[src/rtl/imem_bootloader.sv]
// imem_bootloader
//   Loads a program image into instruction memory from a length-prefixed,
//   little-endian byte stream (valid/ready) while holding the core in reset.
//   Words are written to byte addresses 0, 4, 8, ... and the core is released
//   once the whole image has landed.
//   Optional feature macro: BOOT_CHECKSUM_EN -- when defined, one trailing byte
//   must equal the XOR of all data bytes before the core is released.
module imem_bootloader #(
  parameter int ADDR_BITS = 10
) (
  input  logic        clk,
  input  logic        rst,
  input  logic        start,
  input  logic        in_valid,
  input  logic [7:0]  in_data,
  output logic        in_ready,
  output logic        mem_w_enb,
  output logic [31:0] mem_addr,
  output logic [31:0] mem_w_data,
  output logic        core_rst,
  output logic        done,
  output logic        error
);

  // Largest image that fits the instruction memory, in 32-bit words.
  localparam logic [31:0] MAX_WORDS = 32'd1 << (ADDR_BITS - 2);

  typedef enum logic [2:0] {
    ST_IDLE  = 3'd0,
    ST_LEN   = 3'd1,
    ST_DATA  = 3'd2,
    ST_WRITE = 3'd3,
    ST_CHK   = 3'd4,
    ST_DONE  = 3'd5,
    ST_ERR   = 3'd6
  } state_t;

  state_t      state_r;
  state_t      state_nxt_s;

  logic [1:0]  byte_cnt_r;
  logic [23:0] shift_r;     // the three most recent bytes of the word being assembled
  logic [31:0] remain_r;    // words still to be written
  logic [31:0] addr_r;
  logic [31:0] wdata_r;
  logic        in_ready_r;
  logic        w_enb_r;
  logic        core_rst_r;
  logic        done_r;
  logic        error_r;

  logic        accept_s;
  logic        last_byte_s;
  logic        restart_s;
  logic [31:0] word_s;

`ifdef BOOT_CHECKSUM_EN
  logic [7:0]  csum_r;

  // Running XOR checksum over the data bytes.
  function automatic logic [7:0] csum_update(input logic [7:0] acc, input logic [7:0] b);
    return acc ^ b;
  endfunction
`endif

  // Byte transfer qualification and the word formed by the current byte plus history.
  always_comb begin
    accept_s    = in_valid & in_ready_r;
    last_byte_s = accept_s & (byte_cnt_r == 2'd3);
    word_s      = {in_data, shift_r};
    restart_s   = start & ((state_r == ST_IDLE) | (state_r == ST_DONE) | (state_r == ST_ERR));
  end

  // Next-state logic for the load sequence.
  always_comb begin
    state_nxt_s = state_r;
    case (state_r)
      ST_IDLE, ST_DONE, ST_ERR: begin
        if (restart_s) begin
          state_nxt_s = ST_LEN;
        end else begin
          state_nxt_s = state_r;
        end
      end
      ST_LEN: begin
        if (last_byte_s) begin
          if (word_s > MAX_WORDS) begin
            state_nxt_s = ST_ERR;
          end else if (word_s == 32'd0) begin
`ifdef BOOT_CHECKSUM_EN
            state_nxt_s = ST_CHK;
`else
            state_nxt_s = ST_DONE;
`endif
          end else begin
            state_nxt_s = ST_DATA;
          end
        end else begin
          state_nxt_s = ST_LEN;
        end
      end
      ST_DATA: begin
        if (last_byte_s) begin
          state_nxt_s = ST_WRITE;
        end else begin
          state_nxt_s = ST_DATA;
        end
      end
      ST_WRITE: begin
        if (remain_r == 32'd1) begin
`ifdef BOOT_CHECKSUM_EN
          state_nxt_s = ST_CHK;
`else
          state_nxt_s = ST_DONE;
`endif
        end else begin
          state_nxt_s = ST_DATA;
        end
      end
`ifdef BOOT_CHECKSUM_EN
      ST_CHK: begin
        if (accept_s) begin
          if (in_data == csum_r) begin
            state_nxt_s = ST_DONE;
          end else begin
            state_nxt_s = ST_ERR;
          end
        end else begin
          state_nxt_s = ST_CHK;
        end
      end
`endif
      default: begin
        state_nxt_s = ST_IDLE;
      end
    endcase
  end

  // State register.
  always_ff @(posedge clk or negedge rst) begin
    if (!rst) begin
      state_r <= ST_IDLE;
    end else begin
      state_r <= state_nxt_s;
    end
  end

  // Byte assembly, word counting and write address/data tracking.
  always_ff @(posedge clk or negedge rst) begin
    if (!rst) begin
      byte_cnt_r <= 2'd0;
      shift_r    <= 24'd0;
      remain_r   <= 32'd0;
      addr_r     <= 32'd0;
      wdata_r    <= 32'd0;
`ifdef BOOT_CHECKSUM_EN
      csum_r     <= 8'd0;
`endif
    end else begin
      if (restart_s) begin
        byte_cnt_r <= 2'd0;
        addr_r     <= 32'd0;
`ifdef BOOT_CHECKSUM_EN
        csum_r     <= 8'd0;
`endif
      end else if (accept_s) begin
        byte_cnt_r <= byte_cnt_r + 2'd1;
        shift_r    <= word_s[31:8];
        if ((state_r == ST_LEN) && last_byte_s) begin
          remain_r <= word_s;
        end
        if (state_r == ST_DATA) begin
`ifdef BOOT_CHECKSUM_EN
          csum_r <= csum_update(csum_r, in_data);
`endif
          if (last_byte_s) begin
            wdata_r <= word_s;
          end
        end
      end else if (state_r == ST_WRITE) begin
        addr_r   <= addr_r + 32'd4;
        remain_r <= remain_r - 32'd1;
      end
    end
  end

  // Registered status/handshake outputs, aligned with the state they describe.
  always_ff @(posedge clk or negedge rst) begin
    if (!rst) begin
      in_ready_r <= 1'b0;
      w_enb_r    <= 1'b0;
      core_rst_r <= 1'b1;
      done_r     <= 1'b0;
      error_r    <= 1'b0;
    end else begin
      in_ready_r <= (state_nxt_s == ST_LEN) | (state_nxt_s == ST_DATA) | (state_nxt_s == ST_CHK);
      w_enb_r    <= (state_nxt_s == ST_WRITE);
      core_rst_r <= (state_nxt_s != ST_DONE);
      done_r     <= (state_nxt_s == ST_DONE);
      error_r    <= (state_nxt_s == ST_ERR);
    end
  end

  assign in_ready   = in_ready_r;
  assign mem_w_enb  = w_enb_r;
  assign mem_addr   = addr_r;
  assign mem_w_data = wdata_r;
  assign core_rst   = core_rst_r;
  assign done       = done_r;
  assign error      = error_r;

endmodule

[config.mk]
export PLATFORM = sky130hd
export DESIGN_NAME = imem_bootloader
export DESIGN_NICKNAME = d
export VERILOG_FILES = /design/src/rtl/imem_bootloader.sv
export SDC_FILE = /design/constraint.sdc
export NUM_CORES = 1
export LEC_CHECK = 0
export BUFFER_PORTS_ARGS = -buffer_cell sky130_fd_sc_hd__buf_2
export CAP_MARGIN = 15
export CORE_MARGIN = 8
export CORE_UTILIZATION = 46
export DETAILED_ROUTE_END_ITERATION = 7
export PLACE_DENSITY = 0.75
export SYNTH_ARGS = -nofsm -noshare
export SYNTH_HDL_FRONTEND = slang
export SYNTH_SLANG_ARGS = --single-unit
export TNS_END_PERCENT = 20
[constraint.sdc]
create_clock -name clk -period 2.45 [get_ports clk]
set_clock_uncertainty 0.2 [all_clocks]
set_input_delay 0.49 -clock clk [delete_from_list [all_inputs] [get_ports clk]]
set_output_delay 0.49 -clock clk [all_outputs]
set_load 0.01 [all_outputs]
==> results.toml <==
[run_status]
outcome = "finished, violations left"
failing_checks = "setup timing"

[placed_design]
port-buffer-count = 78
place.detailed.hpwl_microns = 11900
dp_worst_setup_slack_ns = -0.113
post_place_cell_area_sq_mm = 0.00723
place.gp.congestion = 0.867

[layout]
most_common_library_cell_in_the_layout_ignoring_fill_and_taps = "sky130_fd_sc_hd__dfrtp_1"
nets = 736
area_delta_synth_final_pct = 23.1
drive_gt1_share_pct = 31.4
diodes_inserted = 0
commonest_non_fill_non_tap_cells_in_the_layout = "127 x sky130_fd_sc_hd__dfrtp_1, 77 x sky130_fd_sc_hd__buf_2, 56 x sky130_fd_sc_hd__mux2_2"
layout.cell_area.non_filler_sq_mm = 0.00785
filler_cell_count = 1164
multi_input_comb_area_sq_mm = 0.00304
register_area_sq_mm = 0.00320

[min_path]
worst_hold_startpoint = "in_data[3]"
worstHoldPathType = "input port to flop"
terminating_pin_of_the_worst_hold_path = "shift_r[19]"
min_path_cells = 2

[timing]
worstMarginPinSlew_ns = 0.530
maxSlewHeadroom_pct = 64.3
slew_violations = 0
fin_crit_sh_pct = 103
rsz0062_at_grt = "yes"
layout_setup_ws_ns = -0.0846
timing.final.hold_violations = 0
setup_tns_ns = -0.371
final_setup_violation_count = 7
max_freq_ghz = 0.395
final.min_clock_period_ns = 2.53

[die]
fp.dieArea_sq_mm = 0.0179
number_of_placement_rows = 43
start_util_pct = 46.4
fp.coreArea_sq_mm = 0.0137
chipWidth_microns = 134
top_level_ports = 81
fp.dieH_microns = 134

[cts]
tritoncts = "yes"
post_cts_buffers = 0
clk-insertion-delay-late_ns = 0.42
ctsHtreeMaxLevel = 4
clock_sink_count = 128
clock_tree.root_cell = "sky130_fd_sc_hd__clkbuf_16"
clockBufferDepth = 2
worst_path_clk_slew_ns = 0.06
num_cts_buffers = 17

[synthesis]
ys.warnings.count = 0
library_cell_with_the_largest_summed_area_after_synthesis = "sky130_fd_sc_hd__dfrtp_1"
synth_sequential_area_ratio_pct = 50.3
synth.cell_area_sq_mm = 0.00637
synth_top_area_share_pct = 49.9
synth-edff-count = 0
synth.distinct_cells = 74
average_instance_area_after_synthesis_sq_um = 10.3
async_flop_share_pct = 100
ys_ff_latch = 128
synth.area.top_cells = "sky130_fd_sc_hd__dfrtp_1 50%, sky130_fd_sc_hd__mux2_2 9.9%, sky130_fd_sc_hd__o21ai_0 3.5%"
synth_flop_cell = "sky130_fd_sc_hd__dfrtp_1"
synth_cells = 617

[critical_path]
r2r_setup_slack_ns = -0.08
reg2reg_from = "remain_r[26]"
path_max_fanout = 3
worstSetupStartpointType = "flop"
worst-r2r-cell-count = 5
critical_path.reg2reg.endpoint = "state_r[0]"
worst_setup_path_startpoint = "remain_r[26]"
arrival_ns = 2.68
cp_data_required_time_ns = 2.60
end_kind = "flop"
crit_type = "flop to flop"

[pwr]
peakVddDrop_mv = 0.724
total_leakage_power_nw = 3.52
p_per_area_mw_per_mm2 = 1130

[routing]
avgViaCountPerCell = 6.02
drt_first_iter_violations = 360
wl_met3_microns = 1180
dr.max_layer_used = "met4"
vias = 5498
drt_pass_1_iters = 5
met2RoutedLength_microns = 8230
ant_nets = 0
avgRoutedWirePerCell_microns = 18.9
post-route-drc-count = 0
route.final.wire_length_microns = 17300
routedLengthMet1_microns = 7370

[global_route]
pin_count_of_the_biggest_net_entering_global_routing = 49
grt_pass1_vias = 5467
grt_antenna_before_repair = 0
grt_pass1_wl_microns = 28500
track_usage_pct = 19.6
overflow = 0

[run]
drv.max_cap_violation_count = 0
==> sequential cells by signal (all words and copies together), names as in the netlist <==
register,cells
mem_addr,30
core_rst,1
mem_w_enb,1
mem_w_data,32
in_ready,1
remain_r,32
done,1
state_r,3
shift_r,24
byte_cnt_r,2
error,1
==> through the flow <==
| step | power, mW | hold slack (ns) | util, % | std cells |
|---|---|---|---|---|
| 3_3_place_gp | 6.28 | 0.242 | 52.7 | 880 |
| 3_5_place_dp | 6.42 | 0.248 | 52.7 | 880 |
| 2_1_floorplan | 5.21 | -0.00559 | - | 618 |
| 5_1_grt | 9.35 | 0.173 | 57.2 | 913 |
| 4_1_cts | 8.82 | 0.161 | 56.8 | 913 |
| 6_report | 8.86 | 0.175 | 57.2 | 913 |
==> synthesized netlist by cell type (all sizes together) (17+ instances only) <==
master / count
a21oi: 33
clkbuf: 30
dfrtp: 127
mux2: 56
nand2: 42
nand3: 21
nor2: 45
nor3: 21
nor4: 17
o21ai: 46
==> cell type report <==
class                           instances  area share [%]
Timing Repair Buffer                  119            9.92
Tap cell                              180            2.87
Multi-Input combinational cell        441            38.7
Sequential cell                       128            40.8
Inverter                               13           0.622
Clock buffer                           20            5.95
Clock inverter                         12            1.07
==> kinds of logic (layout without fill, tap and decap cells) <==
group	Yosys count	count (layout)	share of synthesized area (%)
and+or+nand+nor	211	211	17.7
AOI/OAI and AO/OA	146	146	15.0
DFF	128	128	50.3
muxes	58	58	10.2
buffers and inverters	49	164	3.18
xor gates and xnor gates	20	20	2.75
adders and majority gates	4	4	0.785
other	1	2	0.0588
==> critical path, cell delays in order (launching register included) <==
cell and delay, ns:
sky130_fd_sc_hd__dfrtp_1 0.38, sky130_fd_sc_hd__or4_4 0.54, sky130_fd_sc_hd__or4_4 0.43, sky130_fd_sc_hd__or4_4 0.47
sky130_fd_sc_hd__or3_4 0.36, sky130_fd_sc_hd__nand2_1 0.09
==> metal layers <==
layer	global-route usage, %	up-vias
met2	31.6	222
met5	0	-
met1	24.3	2718
li1	-	2517
met3	5.72	41
met4	7.74	0
==> what timing repair did <==
action,in CTS,in global routing
gates resized for setup,4,10
endpoints found under the hold margin,23,0
hold buffers,1,0
endpoints found under the setup margin,8,18
==> report_power, final <==
group	internal (mW)	switching (mW)	total, mW
logic	1.32	1.58	2.90
clock network	1.37	0.965	2.34
registers	2.81	0.811	3.62
total	5.50	3.36	8.86
==> worst max-delay path by stage <==
stage / to / slack, ns / cells past startpoint
6_report: state_r[0] / -0.08 / 5
5_1_grt: state_r[0] / -0.13 / 5
4_1_cts: in_ready / -0.08 / 5
3_5_place_dp: in_ready / -0.11 / 5
3_3_place_gp: in_ready / -0.02 / 5
2_1_floorplan: in_ready / -0.03 / 5
No activity file was read; power rests on OpenSTA's default activity.
